File: config.mk
export PLATFORM = sky130hd
export DESIGN_NAME = if_id
export DESIGN_NICKNAME = d
export VERILOG_FILES = /design/src/rtl/if_id.sv
export SDC_FILE = /design/constraint.sdc
export NUM_CORES = 1
export LEC_CHECK = 0
export ABC_AREA = 1
export BUFFER_PORTS_ARGS = -buffer_cell sky130_fd_sc_hd__buf_2
export CORE_ASPECT_RATIO = 1.2
export CORE_UTILIZATION = 40
export CTS_BUF_LIST = sky130_fd_sc_hd__clkbuf_8
export DETAILED_ROUTE_END_ITERATION = 16
export PLACE_DENSITY = 0.75
export SLEW_MARGIN = 20
export SYNTH_ARGS = -nofsm -noshare
export SYNTH_HDL_FRONTEND = slang
export SYNTH_SLANG_ARGS = --single-unit
export TNS_END_PERCENT = 1
File: constraint.sdc
create_clock -name clk -period 1.8 [get_ports clk]
set_input_delay 0.36 -clock clk [delete_from_list [all_inputs] [get_ports clk]]
set_output_delay 0.36 -clock clk [all_outputs]
set_load 0.01 [all_outputs]
File: src/rtl/if_id.sv
// IF/ID pipeline register with load-use hazard detection and branch flush.
// Optional perf counters (stallCount/flushCount) enabled by defining IF_ID_PERF_CNT_EN.
module if_id #(
    parameter int WORD_BITWIDTH    = 32,
    parameter int REG_NUM_BITWIDTH = 5
) (
    input  logic                        clk,
    input  logic                        rst_n,
    input  logic [WORD_BITWIDTH-1:0]    if_pc,
    input  logic [31:0]                 if_inst,
    input  logic                        if_valid,
    input  logic                        branchTaken,
    input  logic                        ex_memRead,
    input  logic [REG_NUM_BITWIDTH-1:0] ex_regToWrite,
    output logic [WORD_BITWIDTH-1:0]    id_pc,
    output logic [31:0]                 id_inst,
    output logic                        id_valid,
    output logic [6:0]                  id_opcode,
    output logic [REG_NUM_BITWIDTH-1:0] id_Rs1,
    output logic [REG_NUM_BITWIDTH-1:0] id_Rs2,
    output logic [REG_NUM_BITWIDTH-1:0] id_rd,
    output logic                        hazard,
    output logic                        pcWrite,
    output logic [31:0]                 stallCount,
    output logic [31:0]                 flushCount
);

    localparam logic [31:0] NOP_INST = 32'h00000013;

    logic [WORD_BITWIDTH-1:0] r_pc;
    logic [31:0]              r_inst;
    logic                     r_valid;

    logic                     w_uses_rs1;
    logic                     w_uses_rs2;
    logic                     w_raw_hazard;
    logic                     w_hazard;

    assign id_pc     = r_pc;
    assign id_inst   = r_inst;
    assign id_valid  = r_valid;
    assign id_opcode = r_inst[6:0];
    assign id_Rs1    = REG_NUM_BITWIDTH'(r_inst[19:15]);
    assign id_Rs2    = REG_NUM_BITWIDTH'(r_inst[24:20]);
    assign id_rd     = REG_NUM_BITWIDTH'(r_inst[11:7]);

    always_comb begin
        w_uses_rs1 = 1'b1;
        w_uses_rs2 = 1'b0;
        case (r_inst[6:0])
            7'b0110111, 7'b0010111, 7'b1101111: w_uses_rs1 = 1'b0;
            default:                            w_uses_rs1 = 1'b1;
        endcase
        case (r_inst[6:0])
            7'b0110011, 7'b0100011, 7'b1100011: w_uses_rs2 = 1'b1;
            default:                            w_uses_rs2 = 1'b0;
        endcase
    end

    assign w_raw_hazard = r_valid && ex_memRead && (ex_regToWrite != '0) &&
                          ((w_uses_rs1 && (ex_regToWrite == id_Rs1)) ||
                           (w_uses_rs2 && (ex_regToWrite == id_Rs2)));
    // A taken branch squashes ID anyway, so the stall is dropped and fetch takes the redirect.
    assign w_hazard = w_raw_hazard && !branchTaken;
    assign hazard   = w_hazard;
    assign pcWrite  = !w_hazard;

    always_ff @(posedge clk or negedge rst_n) begin
        if (!rst_n) begin
            r_pc    <= '0;
            r_inst  <= NOP_INST;
            r_valid <= 1'b0;
        end else if (branchTaken) begin
            r_pc    <= '0;
            r_inst  <= NOP_INST;
            r_valid <= 1'b0;
        end else if (!w_hazard) begin
            r_pc <= if_pc;
            if (if_valid) begin
                r_inst  <= if_inst;
                r_valid <= 1'b1;
            end else begin
                r_inst  <= NOP_INST;
                r_valid <= 1'b0;
            end
        end
    end

`ifdef IF_ID_PERF_CNT_EN
    logic [31:0] r_stall_cnt;
    logic [31:0] r_flush_cnt;

    // Both counters saturate at all-ones rather than wrapping.
    always_ff @(posedge clk or negedge rst_n) begin
        if (!rst_n) begin
            r_stall_cnt <= '0;
            r_flush_cnt <= '0;
        end else begin
            if (w_hazard && (r_stall_cnt != '1))
                r_stall_cnt <= r_stall_cnt + 32'd1;
            if (branchTaken && (r_flush_cnt != '1))
                r_flush_cnt <= r_flush_cnt + 32'd1;
        end
    end

    assign stallCount = r_stall_cnt;
    assign flushCount = r_flush_cnt;
`else
    assign stallCount = '0;
    assign flushCount = '0;
`endif

endmodule

Yosys cells after proc, flatten, opt, wreduce, memory -nomap -nowiden
Index checks and enable logic that the tools add are counted.
{ "op_classes": {"n_eq_ne": 9, "n_mux": 10, "n_reduce_logical": 12} }
{ "op_table": {"columns": ["cell", "count"], "rows": [
  ["two-way mux 32 bit", 5],
  ["equality test 7 x 6 -> 1 bit, second input constant", 3],
  ["equality test 7 bit, second input constant", 2],
  ["equality test 5 bit", 2],
  ["equality test 7 x 5 -> 1 bit, second input constant", 1],
  ["logical AND 1 bit", 6],
  ["OR reduction 3 bit", 2],
  ["two-way mux 1 bit", 5],
  ["nonzero test 5 bit", 1],
  ["logical NOT 1 bit", 2],
  ["inequality test 2 bit, second input constant", 1],
  ["logical OR 1 bit", 1]
]} }
{ "word_totals": {"ff_bits": 65, "input_bits": 74, "elab_cells": 34} }

Longest topological paths before layout
{ "logic_depth": {"word_depth": 9, "depth_mapped": 13} }

Least setup slack after synthesis
No wires, ideal clock.
{ "synth_timing": {"path_kind": "flip-flop to output port", "from": "register r_inst[1] (netlist: id_inst[1])", "to": "output hazard", "arrival_ns": 1.358, "required_time_ns": 1.440, "slack_ns": 0.082, "path_stages_with_launch": 11, "path_buffers": 1, "path_cell_list": "dfstp_2 nand2_1 nor2_1 nand2_1 nor2_1 nor2_1 nand2_1 nand2_1 nand2_1 buf_2 inv_1"} }
{ "synth_via": {"elab_chain_cells": 7} }
{ "synth_rtl": {"columns": ["item", "line_no", "source"], "rows": [
  ["from (decl)", "31", "logic [31:0] r_inst;"],
  ["from (signal assigned)", "80", "r_inst <= if_inst;"],
  ["equality test 7 x 6 -> 1 bit (tied with other cells)", "50", "case (r_inst[6:0])"],
  ["OR reduction 3 bit, on equally long branches", "50, 54", null],
  ["two-way mux 1 bit, on equally long branches", "50, 54", null],
  ["logical AND 1 bit, on equally long branches", "61, 62", null],
  ["logical OR 1 bit (*)", "61", "((w_uses_rs1 && (ex_regToWrite == id_Rs1)) ||"],
  ["logical AND 1 bit (*)", "60", "assign w_raw_hazard = r_valid && ex_memRead && (ex_regToWrite != '0) &&"],
  ["logical AND 1 bit (*)", "64", "assign w_hazard = w_raw_hazard && !branchTaken;"],
  ["to (decl)", "22", "output logic hazard,"]
]} }
Every way passes the cells marked *; elsewhere a longest branch is shown, timed or not.

Worst setup path in the final report
Ends and elaborated chain as after synthesis.

==> results.py <==
metrics = {
    "grt": {
        "first_global_vias": 3233,
        "grt_start_max_net_pins": 66,
        "grt_antenna_before_repair": 0,
        "grt_overflow": 0,
        "grt_pass1_wl_mm": 15.1,
        "grt_use_total": 0.187,
    },
    "pwr": {
        "cellPowerDensity_nw_per_um2": 667,
        "power_leakage_uw": 0.00299,
        "report.power.total_uw": 3210,
        "vdd_drop_max_uv": 242,
    },
    "detailed_routing": {
        "drcViolationCount": 0,
        "postRouteAntennaNets": 0,
        "routed_wl_mm": 9.58,
        "vias": 3550,
        "dr.pass1.iters": 4,
        "initialDrtViolationCount": 149,
        "post_drt_via_cell_ratio": 4.37,
        "post_drt_wl_per_cell_um": 11.8,
    },
    "synthesis": {
        "synth.cell_area_sq_um": 3970,
        "number_of_warnings_reported_in_the_yosys_synthesis_log": 0,
        "syn_avg_cell_area_sq_um": 7.28,
        "synth_area_leader": "sky130_fd_sc_hd__dfrtp_1",
        "syn_inst": 546,
        "synthTopCellsByArea": "sky130_fd_sc_hd__dfrtp_1, sky130_fd_sc_hd__buf_4, sky130_fd_sc_hd__nand2_1, sky130_fd_sc_hd__nand3_1, sky130_fd_sc_hd__nor2_1",
        "synth-seq-cells": 65,
        "synth_cell_types": 17,
        "synth_top_cell_area_share": 0.390,
        "synth-seq-area-share": 0.410,
    },
    "floorplan": {
        "area_of_the_die_sq_um": 10300,
        "initial_utilization": 0.415,
        "die_w_um": 93.0,
        "floorplan.io_pins": 227,
        "fp-row-count": 39,
        "core_area_sq_um": 9560,
        "die_h_um": 111,
    },
    "timing": {
        "holdWs_ns": 0.0243,
        "timing_worst_slew_pin_value_ns": 0.658,
        "maxSlewHeadroom": 0.561,
        "finalClockSkew_ns": 0.00823,
        "hold_viol": 0,
        "min_period_over_period": 1.10,
        "finalMaxSlewViolations": 0,
        "grt_setup_unrepaired": "yes",
        "finalWorstSetupSlack_ns": -0.183,
        "final_critical_delay_including_setup_and_external_delays_ns": 1.98,
        "achievable-frequency_ghz": 0.504,
        "timing.final.setup_violations": 36,
    },
    "finish": {
        "final_core_util": 0.503,
        "flow.area_growth_from_synthesis_pct": 21.0,
        "final_common_cell": "sky130_fd_sc_hd__nand2_1",
        "n_antenna_cell": 0,
        "finish.net_count": 758,
        "layout_common_cells": "sky130_fd_sc_hd__nand2_1, sky130_fd_sc_hd__buf_2, sky130_fd_sc_hd__nor2_1",
        "final_area_sq_um": 4810,
        "post_route_cells_drive_above_1_share": 0.315,
    },
    "clock_network": {
        "cts_made_buffers": 9,
        "cts-hold-fix-buffers": 0,
        "ctsRootBufferMaster": "sky130_fd_sc_hd__clkbuf_8",
        "htree_levels": 3,
        "clk_latency_ns": 0.34,
        "tritoncts_num_sinks": 65,
        "tritoncts": "done",
        "cts_buffer_depth": 2,
        "path_clk_slew_ns": 0.08,
    },
    "run": {
        "timing.max_cap.violations": 0,
    },
    "worst_setup_path": {
        "crit_required_ns": 1.44,
        "cp_data_arrival_time_ns": 1.62,
        "worst_path_max_delay_cell": "sky130_fd_sc_hd__dfstp_2",
        "worst_setup_path_start_kind": "flip-flop",
        "delay_contributed_by_the_slowest_stage_of_the_critical_path_ns": 0.56,
        "setup.worst_path.end_class": "primary output",
        "timing_worst_setup_path_type": "flip-flop to primary output",
        "worst-path-max-fanout": 4,
        "cp_cell_sequence": "nand2_2, nor2_2, nand2_1, nor2_2, nor2_1, nand2_1, nand2_2, nand2_4, inv_2, buf_6",
    },
    "outcome": {
        "outcome": "complete, but fails checks",
        "violations_in_the_final_reports": "negative setup slack",
    },
    "place": {
        "routabilityCongestion": 0.778,
        "portBuffers": 162,
        "post_place_cell_area_sq_um": 4480,
        "hpwl_mm": 6.44,
    },
    "min_path": {
        "worst_hold_path_type": "input pin to async pin",
    },
}
synthesized netlist by cell type:
| library cell | n |
|---|---|
| sky130_fd_sc_hd__nand4_1 | 1 |
| sky130_fd_sc_hd__buf_4 | 93 |
| sky130_fd_sc_hd__nor3_1 | 2 |
| sky130_fd_sc_hd__clkbuf_1 | 8 |
| sky130_fd_sc_hd__xor2_1 | 2 |
| sky130_fd_sc_hd__conb_1 | 1 |
| sky130_fd_sc_hd__buf_2 | 11 |
| sky130_fd_sc_hd__xnor2_1 | 8 |
| sky130_fd_sc_hd__nand2_1 | 176 |
| sky130_fd_sc_hd__or2_2 | 3 |
| sky130_fd_sc_hd__nor2_1 | 67 |
| sky130_fd_sc_hd__dfrtp_1 | 62 |
| sky130_fd_sc_hd__nand3_1 | 66 |
| sky130_fd_sc_hd__buf_6 | 4 |
| sky130_fd_sc_hd__dfstp_2 | 3 |
| sky130_fd_sc_hd__buf_1 | 1 |
| sky130_fd_sc_hd__inv_1 | 38 |
cell families (layout without fill, tap and decap cells):
logic type,after synthesis,in the layout,share of synthesized area
XOR/XNOR,10,10,0.0220
buffers and inverters,155,235,0.245
other,1,64,0.000944
AND/OR/NAND/NOR,315,315,0.321
flip-flops,65,65,0.410
cell type report:
| class | instances | area (sq um) |
|---|---|---|
| sequential | 65 | 1630 |
| tap | 123 | 154 |
| inverter | 38 | 143 |
| fill | 1002 | 4760 |
| multi-input combinational | 389 | 1660 |
| clock inverter | 7 | 47.5 |
| timing repair buffer | 181 | 1050 |
| clock buffer | 9 | 124 |
routing by layer:
layer,vias to the layer above,track usage,share of wire
met3,16,0.0549,0.072
met2,163,0.317,0.49
met1,1599,0.224,0.42
met4,0,0.0605,0.020
li1,1772,-,-
met5,-,0,0
report_power, final:
group | switching, uW | internal (uW) | leakage, uW
registers | 47.5 | 1530 | 0.000847
clock network | 585 | 492 | 0.0000733
logic | 342 | 212 | 0.00207
total | 974 | 2230 | 0.00299
critical path, delay by kind of cell, from the launching register on:
kind	cells	cell delay, ns
buf+inv	2	0.15
flops	1	0.56
simple gates	8	0.57
final timing paths:
check / from / to / slack [ns] / cells after the start
worst min register to register: id_inst[4] / id_inst[4] / 0.50 / 2
worst min-delay path: rst_n / id_inst[8] / 0.02 / 2
max in group asynchronous: rst_n / id_inst[1] / 1.46 / 2
min in group clk: if_pc[27] / id_pc[27] / 0.30 / 5
worst max register to register: id_inst[1] / id_inst[7] / -0.02 / 13
worst max-delay path: id_inst[1] / hazard / -0.18 / 10
sequential cells by signal, indices dropped and copies added, names as in the netlist:
| signal | cells |
|---|---|
| id_valid | 1 |
| id_inst | 32 |
| id_pc | 32 |
metrics by stage:
stage          TNS (ns)  std cells  setup WS [ns]
2_1_floorplan         0        609         0.0821
3_5_place_dp     -0.269        788        -0.0338
6_report         -0.662        812         -0.183
5_1_grt           -6.18        812         -0.333
4_1_cts          -0.778        809         -0.255
3_3_place_gp          0        788        0.00955
what timing repair did:
item | in CTS | in global routing
pin swaps | 4 | 8
resized for setup | 4 | 20
endpoints found under the setup margin | 44 | 67
buffers inserted | 5 | 3
Note: power is estimated with default switching activity, not from simulation.
